## src/rtl/dimmer_button_frontend.sv

```systemverilog
// ============================================================================
// Module   : dimmer_button_frontend
// Brief    : Synchronizes and debounces two raw push-buttons and turns them
//            into single-cycle up/down command pulses; a near-simultaneous
//            press of both buttons becomes one cycle with both pulses high.
// Revision : 1.0 - initial release
// ============================================================================
`default_nettype none

module dimmer_button_frontend #(
    parameter int DEBOUNCE_CYCLES = 250000,
    parameter int PAIR_WINDOW     = 50000
) (
    input  logic i_clk,
    input  logic i_rst,
    input  logic i_btn_up,
    input  logic i_btn_down,
    output logic o_up,
    output logic o_down
);

    localparam int DB_W  = $clog2(DEBOUNCE_CYCLES + 1);
    localparam int WIN_W = $clog2(PAIR_WINDOW + 1);

    localparam logic [DB_W-1:0]  DB_LIMIT   = DB_W'(DEBOUNCE_CYCLES);
    // The window counter clears on the cycle after the press event, so the
    // last in-window count is two short of the window length; the resulting
    // pulse then lands exactly PAIR_WINDOW cycles after the press event.
    localparam logic [WIN_W-1:0] WIN_EXPIRE = WIN_W'(PAIR_WINDOW - 2);

    typedef enum logic [1:0] {
        S_IDLE      = 2'd0,
        S_WAIT_DOWN = 2'd1,
        S_WAIT_UP   = 2'd2,
        S_HOLD      = 2'd3
    } state_t;

    // Index 0 is the up button, index 1 is the down button.
    logic [1:0] raw_w;
    logic [1:0] level_w;
    logic [1:0] press_w;
    logic [1:0] release_w;

    assign raw_w = {i_btn_down, i_btn_up};

    for (genvar b = 0; b < 2; b++) begin : g_btn
        logic            sync1_q;
        logic            sync2_q;
        logic            level_q;
        logic            prev_q;
        logic [DB_W-1:0] cnt_q;

        // Two-flop synchronizer, saturating mismatch counter and edge register.
        always_ff @(posedge i_clk) begin
            if (i_rst) begin
                sync1_q <= 1'b0;
                sync2_q <= 1'b0;
                level_q <= 1'b0;
                prev_q  <= 1'b0;
                cnt_q   <= '0;
            end else begin
                sync1_q <= raw_w[b];
                sync2_q <= sync1_q;
                prev_q  <= level_q;
                if (sync2_q != level_q) begin
                    // The count never exceeds the limit: reaching it commits
                    // the new level and clears the counter in one step.
                    if (cnt_q == DB_LIMIT) begin
                        level_q <= sync2_q;
                        cnt_q   <= '0;
                    end else begin
                        cnt_q <= cnt_q + 1'b1;
                    end
                end else begin
                    cnt_q <= '0;
                end
            end
        end

        assign level_w[b]   = level_q;
        assign press_w[b]   = level_q & ~prev_q;
        assign release_w[b] = ~level_q & prev_q;
    end

    state_t           state_q;
    logic [WIN_W-1:0] win_q;
    logic             up_q;
    logic             down_q;
    logic             win_expired_w;

    assign win_expired_w = (win_q == WIN_EXPIRE);

    // Pairing state machine with registered command pulses.
    always_ff @(posedge i_clk) begin
        if (i_rst) begin
            state_q <= S_IDLE;
            win_q   <= '0;
            up_q    <= 1'b0;
            down_q  <= 1'b0;
        end else begin
            up_q   <= 1'b0;
            down_q <= 1'b0;
            case (state_q)
                S_IDLE: begin
                    if (press_w[0] && press_w[1]) begin
                        up_q    <= 1'b1;
                        down_q  <= 1'b1;
                        state_q <= S_HOLD;
                    end else if (press_w[0]) begin
                        win_q   <= '0;
                        state_q <= S_WAIT_DOWN;
                    end else if (press_w[1]) begin
                        win_q   <= '0;
                        state_q <= S_WAIT_UP;
                    end
                end
                S_WAIT_DOWN: begin
                    if (!win_expired_w) begin
                        win_q <= win_q + 1'b1;
                    end
                    // A partner press wins even on the expiry cycle.
                    if (press_w[1]) begin
                        up_q    <= 1'b1;
                        down_q  <= 1'b1;
                        state_q <= S_HOLD;
                    end else if (release_w[0] || win_expired_w) begin
                        up_q    <= 1'b1;
                        state_q <= S_IDLE;
                    end
                end
                S_WAIT_UP: begin
                    if (!win_expired_w) begin
                        win_q <= win_q + 1'b1;
                    end
                    if (press_w[0]) begin
                        up_q    <= 1'b1;
                        down_q  <= 1'b1;
                        state_q <= S_HOLD;
                    end else if (release_w[1] || win_expired_w) begin
                        down_q  <= 1'b1;
                        state_q <= S_IDLE;
                    end
                end
                S_HOLD: begin
                    // Stay quiet until both buttons are fully released.
                    if (level_w == 2'b00) begin
                        state_q <= S_IDLE;
                    end
                end
                default: begin
                    state_q <= S_IDLE;
                end
            endcase
        end
    end

    assign o_up   = up_q;
    assign o_down = down_q;

endmodule

`default_nettype wire

```

## config.mk

```make
export PLATFORM = sky130hd
export DESIGN_NAME = dimmer_button_frontend
export DESIGN_NICKNAME = d
export VERILOG_FILES = /design/src/rtl/dimmer_button_frontend.sv
export SDC_FILE = /design/constraint.sdc
export NUM_CORES = 1
export LEC_CHECK = 0
export ABC_AREA = 1
export CELL_PAD_IN_SITES_DETAIL_PLACEMENT = 1
export CELL_PAD_IN_SITES_GLOBAL_PLACEMENT = 2
export CORE_ASPECT_RATIO = 1.1
export CORE_MARGIN = 8
export CORE_UTILIZATION = 39
export DETAILED_ROUTE_END_ITERATION = 10
export GPL_TIMING_DRIVEN = 0
export PLACE_DENSITY = 0.84
export SLEW_MARGIN = 20
export SYNTH_ARGS = -nofsm -noshare
export SYNTH_HDL_FRONTEND = slang
export SYNTH_SLANG_ARGS = --single-unit
```

## constraint.sdc

```tcl
create_clock -name i_clk -period 2.5 [get_ports i_clk]
set_input_delay 0.5 -clock i_clk [delete_from_list [all_inputs] [get_ports i_clk]]
set_output_delay 0.5 -clock i_clk [all_outputs]
set_load 0.02 [all_outputs]
```

Word level (Yosys, flattened, before mapping)
Cells that the tools add are included.
{"block": "op_classes", "reduce_logical": 13, "n_eq_ne": 15, "n_bitwise": 10, "add_sub_neg": 3, "n_mux": 23}
{"cell": "16-bit 2-to-1 mux", "n": 4}
{"cell": "18-bit by 1-bit adder with 18-bit output (second input constant)", "n": 2}
{"cell": "18-bit equality test (second input constant)", "n": 2}
{"cell": "16-bit one-hot mux with 2 select lines", "n": 1}
{"cell": "16-bit by 1-bit adder with 16-bit output (second input constant)", "n": 1}
{"cell": "16-bit equality test (second input constant)", "n": 1}
{"cell": "2-bit 2-to-1 mux", "n": 8}
{"cell": "3-bit inequality test (second input constant)", "n": 3}
{"cell": "2-bit one-hot mux with 4 select lines", "n": 1}
{"cell": "4-bit AND reduction", "n": 2}
{"cell": "1-bit 2-to-1 mux", "n": 7}
{"cell": "2-bit inequality test (second input constant)", "n": 3}
{"cell": "1-bit inverter", "n": 6}
{"cell": "1-bit one-hot mux with 3 select lines", "n": 2}
{"cell": "3-bit OR reduction", "n": 2}
{"cell": "1-bit bitwise AND", "n": 4}
{"cell": "2-bit equality test (second input constant)", "n": 2}
{"cell": "2-bit logical NOT", "n": 2}
{"cell": "4-bit inequality test (second input constant)", "n": 1}
{"cell": "2-bit AND reduction", "n": 2}
{"cell": "2-bit by 1-bit equality test with 1-bit output (second input constant)", "n": 1}
{"cell": "1-bit logical OR", "n": 2}
{"cell": "1-bit inequality test", "n": 2}
{"cell": "2-bit nonzero test", "n": 1}
{"cell": "2 further kinds", "n": 2}
{"block": "totals", "register_bits": 64, "input_bits": 4}

Longest topological paths before layout
{"block": "logic_depth", "word_depth": 6, "mapped_depth": 12, "depth_no_buf": 12}

Worst setup path after synthesis
Ideal clock, no wire load.
{"block": "synth_path", "kind": "reg-to-reg", "from": "register state_q[0]", "to": "register win_q[2]", "required_ns": 2.430, "setup_slack_ns": 0.973, "path_stages_with_launch": 11, "n_path_buf": 1, "arrival_ns": 1.458, "cell_sequence": "dfxtp_1 inv_1 ha_1 nand2_1 nor2_2 nor2_4 nand3_4 inv_4 buf_12 nand2_2 a21oi_2"}
{"block": "synth_via", "elab_chain_len": 4, "elab_cells_between_ends": 10, "classes_between": "5 x eq/ne; 1 x mux; 4 x reduce/logical"}
{"element": "start, declared", "line_no": "85", "text": "state_t state_q;"}
{"element": "start signal, assigned", "line_no": "96", "text": "state_q <= S_IDLE;"}
{"element": "start signal, assigned", "line_no": "108", "text": "state_q <= S_HOLD;"}
{"element": "start signal, assigned", "line_no": "111", "text": "state_q <= S_WAIT_DOWN;"}
{"element": "2-bit equality test or 2-bit by 1-bit equality test with 1-bit output (tied branches)", "line_no": "103", "text": "case (state_q)"}
{"element": "2-bit OR reduction (no line)"}
{"element": "2-bit inequality test (no line) or 2-bit nonzero test (tied branches)"}
{"element": "4-bit AND reduction (no line)"}
{"element": "end signal, assigned", "line_no": "119", "text": "win_q <= win_q + 1'b1;"}
{"element": "end signal, assigned", "line_no": "133", "text": "win_q <= win_q + 1'b1;"}
{"element": "end, declared", "line_no": "86", "text": "logic [WIN_W-1:0] win_q;"}
Several ways; a longest one is shown, not always the timed one.
A chain may end at the register's enable or synchronous reset.

Worst setup path after layout
{"block": "layout_path", "from": "input i_rst", "to": "register g_btn[1].cnt_q[12]"}
{"block": "layout_via", "elab_chain_len": 1}
{"element": "start, declared", "line_no": "15", "text": "input logic i_rst,"}
{"element": "3-bit OR reduction (no line)"}
{"element": "end signal, assigned", "line_no": "72", "text": "cnt_q <= cnt_q + 1'b1;"}
{"element": "end, declared", "line_no": "51", "text": "logic [DB_W-1:0] cnt_q;"}
Every way passes these cells.

==> impl_metrics.json <==
{
  "grt_pass1_wl_mm": 15.8,
  "dp_cells": 633,
  "hold_viol": 0,
  "clk_path_buf_depth": 2,
  "diodes": 0,
  "numPortBuffers": 5,
  "holdBufCountCts": 0,
  "cts_resized": 0,
  "syn-num-nets": 529,
  "rsz0062_at_grt": "no",
  "drv_slew": 0,
  "core_um2": 8920,
  "cts_buffers": 9,
  "dr.max_layer_used": "met4",
  "grt_max_degree": 11,
  "wl_met3_um": 123,
  "nNetsFinal": 545,
  "path_class": "in -> reg",
  "regArea_um2": 1280,
  "end_kind": "flop",
  "avgViaCountPerCell": 4.98,
  "die_h_um": 117,
  "wl_met1_mm": 3.98,
  "synth_warnings": 0,
  "worstPathMaxFanout": 10,
  "worstPathArrival_ns": 2.13,
  "rows": 36,
  "hold_path.class": "reg -> reg",
  "layout-drive-gt1-share_pct": 12.9,
  "dieArea_um2": 12500,
  "ys_types": 41,
  "drc_errors": 0,
  "initial_utilization_pct": 40.3,
  "first_global_vias": 3430,
  "clock_skew_ns": 0.00540,
  "ios": 6,
  "fin_cells": 648,
  "ys_ff_latch": 64,
  "yosysSeqAreaShare_pct": 35.7,
  "num_vias": 3228,
  "clock-sinks": 64,
  "drt_pre_antenna_iters": 4,
  "postPlaceCellArea_um2": 3790,
  "avgSynthCellArea_um2": 6.99,
  "min_period_ns": 1.85,
  "gp_congestion": 0.806,
  "antenna_found_initial": 0,
  "final_design_area_no_fill_um2": 3960,
  "powerDensity_nw_per_um2": 477,
  "final_core_util_pct": 44.4,
  "finalSetupTns_ns": 0,
  "drt-wirelength-per-cell_um": 13.5,
  "multi_input_area_um2": 1980,
  "fillers": 1160,
  "max-cap-violations": 0,
  "critPathLaunchType": "input port",
  "synthCells": 514,
  "post-cts-setup-buffers": 0,
  "cts_tree": "done",
  "cts_htree_levels": 3,
  "setup_viol": 0,
  "die_w_um": 108,
  "max_slew_margin_pct": 56.1,
  "leakagePower_nw": 1.35,
  "cts.clk_slew.worst_paths_ns": 0.07,
  "first_iter_violations": 67,
  "overflow": 0,
  "outcome": "completed",
  "wl_mm": 8.74,
  "critPathRequiredTime_ns": 2.79,
  "syn_to_final_growth_pct": 10.2,
  "grt_util_all_layers_pct": 15.5,
  "ir_drop_mv": 0.214,
  "synth_area_um2": 3590,
  "cts-root-buf": "clkbuf_8",
  "final.period_utilization_pct": 73.9,
  "worst_pin_slew_ns": 0.658,
  "wl_met2_mm": 4.46,
  "insertion_delay_ns": 0.35,
  "fmax_mhz": 541,
  "ant_nets": 0,
  "hpwl_mm": 6.63
}
## cells in the final DEF, fill, tap and decap left out, types with 2 or more instances in the layout
master,netlist,final
or2_0,2,2
clkbuf_8,0,11
nand2_2,14,14
nand3_1,26,26
buf_4,2,2
clkbuf_1,1,2
nor2_2,5,5
or2_2,4,4
nor2_1,85,85
dfxtp_1,64,64
o21ai_0,13,13
xor2_1,14,14
nand3_2,2,2
a21oi_2,12,12
nand4_1,16,16
nor2_4,2,2
nor3_1,23,23
inv_2,5,5
xnor2_1,6,6
nand3b_1,2,2
clkinv_2,0,2
nand2_1,100,100
a21oi_1,19,19
a31oi_1,4,4
clkdlybuf4s50_1,0,5
inv_1,65,65
ha_1,11,11
## cell families (layout without fill, tap and decap cells)
logic type | after synthesis | count (layout) | synth area share (%)
buf+inv | 79 | 99 | 9.37
simple gates | 289 | 289 | 37.5
xor+xnor | 20 | 20 | 4.87
mux | 1 | 1 | 0.279
compound gates | 50 | 50 | 8.46
flops | 64 | 64 | 35.7
fa+ha+maj | 11 | 11 | 3.83
## path summary, 6_finish.rpt
kind,startpoint,to,slack (ns),cells past startpoint
hold reg to reg,g_btn[0].sync1_q$_SDFF_PP0_,g_btn[0].sync2_q$_SDFF_PP0_,0.41,2
setup / recovery,i_rst,g_btn[1].cnt_q[12]$_SDFF_PP0_,0.65,7
setup reg to reg,state_q[0]$_SDFFE_PP0P_,win_q[6]$_SDFFE_PP0P_,0.67,7
hold / removal,g_btn[0].sync1_q$_SDFF_PP0_,g_btn[0].sync2_q$_SDFF_PP0_,0.41,2
## power by group
part	switching, mW	internal, mW	total (mW)	leakage [nW]
sequential	0.00242	1.02	1.03	0.516
combinational	0.0216	0.0107	0.0323	0.750
clock	0.424	0.406	0.830	0.0882
## final cells by class
class / instances / area share (%)
inverters: 71 / 6.80
repair buffers: 5 / 1.26
clock buffers: 12 / 3.92
well taps: 114 / 3.60
flip-flops and latches: 64 / 32.4
plain buffers: 8 / 1.71
clock inverters: 3 / 0.442
multi-input cells: 371 / 49.9
## synth_stat cells, drive strengths merged
cell type      n  area [µm²]
xor2          14         123
nand4         16         100
ha            11         138
a31oi          4        25.0
dfxtp         64        1280
clkbuf         1        3.75
or2            7        43.8
inv           71         269
o21ai         13        65.1
nor3          25         141
dlygate4sd1    1        8.76
buf            6        55.0
nand3b         2        15.0
nand3         29         168
a21oi         31         200
nor4           1        6.26
nand2        115         474
mux2i          1        10.0
nor3b          1        7.51
o21bai         1        7.51
nor2          93         393
o22ai          1        6.26
xnor2          6        52.6
## state kept, by name, indices dropped and copies added (netlist names)
name           count
g_btn.level_q      2
state_q            2
g_btn.prev_q       2
g_btn.sync1_q      2
g_btn.cnt_q       36
win_q             16
o_up               1
g_btn.sync2_q      2
o_down             1
## critical path, stage by stage
cell,delay (ns)
clkdlybuf4s50_1,0.47
inv_1,0.26
o21ai_0,0.13
a21oi_1,0.14
nand2_1,0.24
buf_4,0.27
a21oi_1,0.11
## stage by stage
step	hold slack, ns	total power, mW	setup slack (ns)
after floorplan	0.388	1.07	0.973
after global placement	0.398	1.08	0.304
after detailed placement	0.402	1.08	0.243
after CTS	0.414	1.92	0.601
after global routing	0.435	1.96	0.470
final	0.409	1.89	0.653
## layer usage
metal	GRT usage, %	vias to the layer above
met3	2.15	12
met5	0	-
met2	27.9	16
met1	17.6	1543
met4	7.50	0
li1	-	1657
Note: power is estimated with default switching activity, not from simulation.
